### config.mk
export PLATFORM = sky130hd
export DESIGN_NAME = otter_hazard_scoreboard
export DESIGN_NICKNAME = d
export VERILOG_FILES = /design/src/rtl/otter_hazard_scoreboard.sv
export SDC_FILE = /design/constraint.sdc
export NUM_CORES = 1
export LEC_CHECK = 0
export ABC_CLOCK_PERIOD_IN_PS = 7470
export CELL_PAD_IN_SITES_DETAIL_PLACEMENT = 2
export CELL_PAD_IN_SITES_GLOBAL_PLACEMENT = 2
export CORE_MARGIN = 2
export CORE_UTILIZATION = 25
export DETAILED_ROUTE_END_ITERATION = 6
export GPL_TIMING_DRIVEN = 0
export MAX_ROUTING_LAYER = met4
export PLACE_DENSITY = 0.65
export SYNTH_ARGS = -nofsm -noshare
export SYNTH_HDL_FRONTEND = slang
export SYNTH_SLANG_ARGS = --single-unit
### constraint.sdc
create_clock -name CLK -period 7.47 [get_ports CLK]
set_input_delay 2.241 -clock CLK [delete_from_list [all_inputs] [get_ports CLK]]
set_output_delay 2.241 -clock CLK [all_outputs]
set_load 0.02 [all_outputs]
### src/rtl/otter_hazard_scoreboard.sv
// otter_hazard_scoreboard
// Hazard and forwarding controller for the pipelined OTTER. A STAGES-deep
// shift scoreboard records the destination of every instruction past decode
// (entry 0 = execute, entry STAGES-1 = writeback). From it the block derives
// the decode stall, per-operand forwarding selects and a saturating count of
// stall cycles. Stall/issue/select outputs are combinational so the pipeline
// sees them in the same cycle the dependent instruction sits in decode.
module otter_hazard_scoreboard #(
  parameter int STAGES   = 3,
  parameter int REG_AW   = 5,
  parameter int FWD_EN   = 1,
  parameter int LOAD_LAT = 2,
  parameter int CNT_W    = 16,
  parameter int SEL_W    = $clog2(STAGES + 1)
) (
  input  logic              CLK,
  input  logic              RST,
  input  logic              DEC_VALID,
  input  logic [REG_AW-1:0] DEC_RS1,
  input  logic [REG_AW-1:0] DEC_RS2,
  input  logic              DEC_USES_RS1,
  input  logic              DEC_USES_RS2,
  input  logic [REG_AW-1:0] DEC_RD,
  input  logic              DEC_RD_WE,
  input  logic              DEC_IS_LOAD,
  input  logic              FLUSH,
  output logic              STALL,
  output logic              ISSUE,
  output logic [SEL_W-1:0]  FWD_A_SEL,
  output logic [SEL_W-1:0]  FWD_B_SEL,
  output logic [CNT_W-1:0]  STALL_CNT
);

  localparam logic [CNT_W-1:0]  CNT_MAX = {CNT_W{1'b1}};
  localparam logic [CNT_W-1:0]  CNT_ONE = {{(CNT_W-1){1'b0}}, 1'b1};
  localparam logic [REG_AW-1:0] REG_X0  = {REG_AW{1'b0}};

  // Scoreboard entry fields, one bit/field per in-flight stage
  logic [STAGES-1:0] valid_r;
  logic [STAGES-1:0] we_r;
  logic [STAGES-1:0] load_r;
  logic [REG_AW-1:0] rd_r [STAGES];
  logic [CNT_W-1:0]  cnt_r;

  logic [STAGES-1:0] match_a_s;
  logic [STAGES-1:0] match_b_s;
  logic              stall_s;
  logic              issue_s;
  logic [SEL_W-1:0]  sel_a_s;
  logic [SEL_W-1:0]  sel_b_s;

  // Per-entry operand match; x0 and non-writing entries never match
  always_comb begin
    match_a_s = {STAGES{1'b0}};
    match_b_s = {STAGES{1'b0}};
    for (int k = 0; k < STAGES; k++) begin
      match_a_s[k] = valid_r[k] & we_r[k] & (rd_r[k] != REG_X0) &
                     (rd_r[k] == DEC_RS1) & DEC_USES_RS1 & DEC_VALID;
      match_b_s[k] = valid_r[k] & we_r[k] & (rd_r[k] != REG_X0) &
                     (rd_r[k] == DEC_RS2) & DEC_USES_RS2 & DEC_VALID;
    end
  end

  // Stall decision: any match in stall-only mode, only too-young loads when forwarding
  always_comb begin
    stall_s = 1'b0;
    for (int k = 0; k < STAGES; k++) begin
      if (FWD_EN == 0) begin
        stall_s = stall_s | match_a_s[k] | match_b_s[k];
      end else begin
        stall_s = stall_s | ((match_a_s[k] | match_b_s[k]) & load_r[k] & (k < LOAD_LAT));
      end
    end
  end

  // Forwarding selects: scan oldest to youngest so the youngest match wins
  always_comb begin
    sel_a_s = {SEL_W{1'b0}};
    sel_b_s = {SEL_W{1'b0}};
    for (int k = STAGES - 1; k >= 0; k--) begin
      if ((FWD_EN != 0) && match_a_s[k]) begin
        sel_a_s = SEL_W'(k + 1);
      end else begin
        sel_a_s = sel_a_s;
      end
      if ((FWD_EN != 0) && match_b_s[k]) begin
        sel_b_s = SEL_W'(k + 1);
      end else begin
        sel_b_s = sel_b_s;
      end
    end
  end

  assign issue_s   = DEC_VALID & ~stall_s & ~FLUSH;
  assign STALL     = stall_s;
  assign ISSUE     = issue_s;
  assign FWD_A_SEL = sel_a_s;
  assign FWD_B_SEL = sel_b_s;
  assign STALL_CNT = cnt_r;

  // Scoreboard shift: entries always advance; entry 0 takes the issued instruction or a bubble
  always_ff @(posedge CLK) begin
    if (RST) begin
      valid_r <= {STAGES{1'b0}};
      we_r    <= {STAGES{1'b0}};
      load_r  <= {STAGES{1'b0}};
      for (int k = 0; k < STAGES; k++) begin
        rd_r[k] <= REG_X0;
      end
    end else begin
      for (int k = 1; k < STAGES; k++) begin
        valid_r[k] <= valid_r[k-1];
        we_r[k]    <= we_r[k-1];
        load_r[k]  <= load_r[k-1];
        rd_r[k]    <= rd_r[k-1];
      end
      valid_r[0] <= issue_s;
      we_r[0]    <= DEC_RD_WE;
      load_r[0]  <= DEC_IS_LOAD;
      rd_r[0]    <= DEC_RD;
    end
  end

  // Saturating stall-cycle counter; a flushed cycle is not a stall cycle
  always_ff @(posedge CLK) begin
    if (RST) begin
      cnt_r <= {CNT_W{1'b0}};
    end else if (stall_s && !FLUSH && (cnt_r != CNT_MAX)) begin
      cnt_r <= cnt_r + CNT_ONE;
    end else begin
      cnt_r <= cnt_r;
    end
  end

endmodule

==> key figures <==
Run status
  • Outcome: completed

GRT
  • Grt ovf: 0
  • GRT Util Overall: 0.149
  • Vias in the first global route: 1,959
  • Initial antenna violation count: 0
  • Largest net degree at the start of global routing: 14
  • First-pass GRT wire length: 10.3 mm

Hold path
  • Worst Hold Endpoint: we_r[2]
  • Hold Path Depth: 1
  • Worst min path class: reg2reg
  • Min-delay src: we_r[1]

Detailed routing
  • Drt first pass iters: 4
  • Antenna Violating Nets Remaining: 0
  • Routed wire per std cell: 15.8 um
  • Vias: 1,811
  • # DRC: 0
  • Total wire length: 6.11 mm
  • Number of vias per cell: 4.69
  • DR iter-0 viols: 33

Cells and area
  • Register area: 781 um2
  • ANT cells: 0
  • Area of the multi-input gates: 1240 um2
  • Final #Nets: 304
  • Fill count: 915
  • Area growth from synthesis to layout: 33.6%
  • Layout cell share with drive strength beyond 1: 0.107

Synthesis
  • Syn nets: 253
  • Cell taking the most area after synthesis: dfxtp_1
  • Syn Area/Cell: 9.20 um2
  • Synth top area cells: dfxtp_1, nor2b_1, xnor2_1
  • Yosys reg bits: 39
  • Async set-reset flop share out of synthesis: 0
  • Post-synth top flop: dfxtp_1
  • Yosys warnings: 0
  • Post-synth top area share: 0.371
  • Number of synthesized flops with an enable pin: 0
  • Cells after Synth: 229
  • Register area share after synthesis: 0.371
  • Netlist cell types: 39
  • Mapped Area: 2110 um2

Power and ir drop
  • Comb power frac: 0.090
  • Pwr Density: 168 nW/um2
  • Leakage: 1.02 nW
  • Design Power: 0.472 mW
  • Peak supply drop: 0.0615 mV
  • Clk pwr share: 0.447
  • Cell Int Power: 0.369 mW
  • Reg power frac: 0.463
  • P_sw: 0.103 mW
  • Sw frac: 0.218

Critical path
  • Worst Path Required: 5230 ps
  • Crit path top cell by count: clkdlybuf4s50_1
  • Crit-path leading delay family: buffers and inverters
  • CP Launch Point: DEC_RS1[2]
  • CP max FO: 4
  • Sequence of cells on the critical path: clkdlybuf4s50_1, xnor2_1, nand4_1, or3_1, a211o_1, nand2_1, clkdlybuf4s50_1
  • Reg2Reg Setup Slack: 5000 ps
  • Worst path max stage delay: 650 ps
  • Crit end category: primary output
  • Slowest CP cell: clkdlybuf4s50_1
  • Worst EP arrival: 4690 ps
  • Worst path bufs/invs: 2
  • Type of origin of the critical path: primary input
  • Reg2Reg Depth: 9
  • Reg2Reg Capture Point: STALL_CNT[13]
  • Critical path class: in2out
  • Reg2reg start: STALL_CNT[0]

Clocking
  • Post-CTS Setup Bufs: 0
  • Post-CTS Hold Fix Bufs: 0
  • Clk buf depth: 2
  • Worst skew pair latency: 290 ps
  • Num CTS Buffers: 5
  • CTS tree: built
  • H-tree depth: 2
  • Post-CTS resize count: 0
  • CTS Root Buffer Type: clkbuf_8
  • Sinks on Clock Net: 39
  • Clk slew on worst S/H paths: 80 ps

Placed design
  • Placed wire-length estimate: 4.71 mm
  • Count of input and output buffers: 44
  • Dpl ws: 516 ps
  • Global placer's final weighted congestion: 0.780

Timing
  • RSZ-0062 raised after global routing: false
  • Final setup vio count: 0
  • Final WS setup: 537 ps
  • Final Hold Viols: 0
  • TNS Setup: 0 ps
  • Slew HR: 0.648
  • Fin crit share: 0.928
  • Clock Skews: 5.53 ps
  • Final worst path period need: 6930 ps
  • Final max-slew violation count: 0
  • Worst-margin pin slew: 528 ps
  • Max Clk Rate: 144 MHz

Floorplan
  • Die height: 95.8 um
  • Core ar.: 8180 um2
  • Initial Util: 0.258
  • Rows: 33
  • Die area: 9180 um2
  • I/O Pins: 45
  • Die width: 95.8 um

Flow run
  • Number of max-cap violations: 0
registers in the layout, indices dropped and copies added (netlist names):
register,count
STALL_CNT,16
rd_r,15
valid_r,3
we_r,3
load_r,2
routing by layer:
| layer | wire, um | vias up | GRT usage |
|---|---|---|---|
| met1 | 2870 | 886 | 0.188 |
| li1 | - | 892 | - |
| met4 | 63 | 0 | 0.0429 |
| met3 | 142 | 6 | 0.0172 |
| met5 | 0 | - | - |
| met2 | 3040 | 27 | 0.252 |
worst register-to-register path: stages, from the launching register on:
cell and delay [ps]:
dfxtp_1 360, ha_1 270, and3_1 200, and4_4 200
or4_1 390, a21o_1 180, buf_6 140, buf_8 150
a21oi_2 150, mux2_1 320
through the flow:
stage	cells	area [um2]	utilization	hold WS (ps)
2_1_floorplan	229	2110	-	430
3_3_place_gp	378	2680	0.328	463
3_5_place_dp	378	2680	0.328	470
4_1_cts	386	2820	0.344	481
5_1_grt	386	2820	0.344	506
6_report	386	2820	0.344	479
logic make-up after synthesis:
logic type	Yosys count	share of synthesized area
multiplexers	13	0.0695
buffers and inverters	13	0.0428
adder cells (fa/ha/maj)	1	0.00594
flip-flops	39	0.371
XOR/XNOR	30	0.125
AO/OA/AOI/OAI	32	0.112
AND/OR/NAND/NOR	101	0.275
power groups by stage:
stage / combinational, mW / clock, mW / sequential (mW)
6_report: 0.0427 / 0.211 / 0.218
5_1_grt: 0.0477 / 0.226 / 0.220
4_1_cts: 0.0437 / 0.219 / 0.219
3_5_place_dp: 0.0435 / 0 / 0.224
3_3_place_gp: 0.0424 / 0 / 0.224
2_1_floorplan: 0.0220 / 0 / 0.221
cell usage after synthesis, types with 3 or more instances:
| master | n |
|---|---|
| a21o_1 | 3 |
| and4_1 | 3 |
| nand3_1 | 8 |
| and3_1 | 4 |
| a21oi_1 | 9 |
| nor2b_1 | 34 |
| nand2_1 | 7 |
| mux2_2 | 8 |
| dfxtp_1 | 39 |
| xnor2_1 | 16 |
| buf_6 | 4 |
| or4_1 | 4 |
| clkbuf_1 | 6 |
| xor2_1 | 14 |
| a21oi_2 | 5 |
| nor2_1 | 18 |
| nand4_1 | 8 |
| or3_1 | 5 |
| mux2_1 | 5 |
worst max-delay path by stage:
stage                        to  cells past startpoint
final                     STALL                      7
after global routing      STALL                      7
after CTS                 STALL                      7
after detailed placement  STALL                      7
after global placement    STALL                      7
after floorplan           ISSUE                      6
cell type report:
type / count / share of cell area
flip-flops and latches: 39 / 0.277
plain buffers: 11 / 0.0293
clock buffers: 5 / 0.0244
inverters: 2 / 0.00267
clock inverters: 3 / 0.0240
multi-input cells: 177 / 0.439
repair buffers: 44 / 0.156
well taps: 105 / 0.0467
placed cells by master, fill, tap and decap left out, types with 6 or more instances in the layout:
cell and n:
clkdlybuf4s50_1 44, dfxtp_1 39, nor2b_1 34, nor2_1 18, xnor2_1 16, xor2_1 14, a21oi_1 9, nand4_1 8
nand3_1 8, mux2_2 8, nand2_1 7, clkbuf_1 6
No activity file was read; power rests on OpenSTA's default activity.
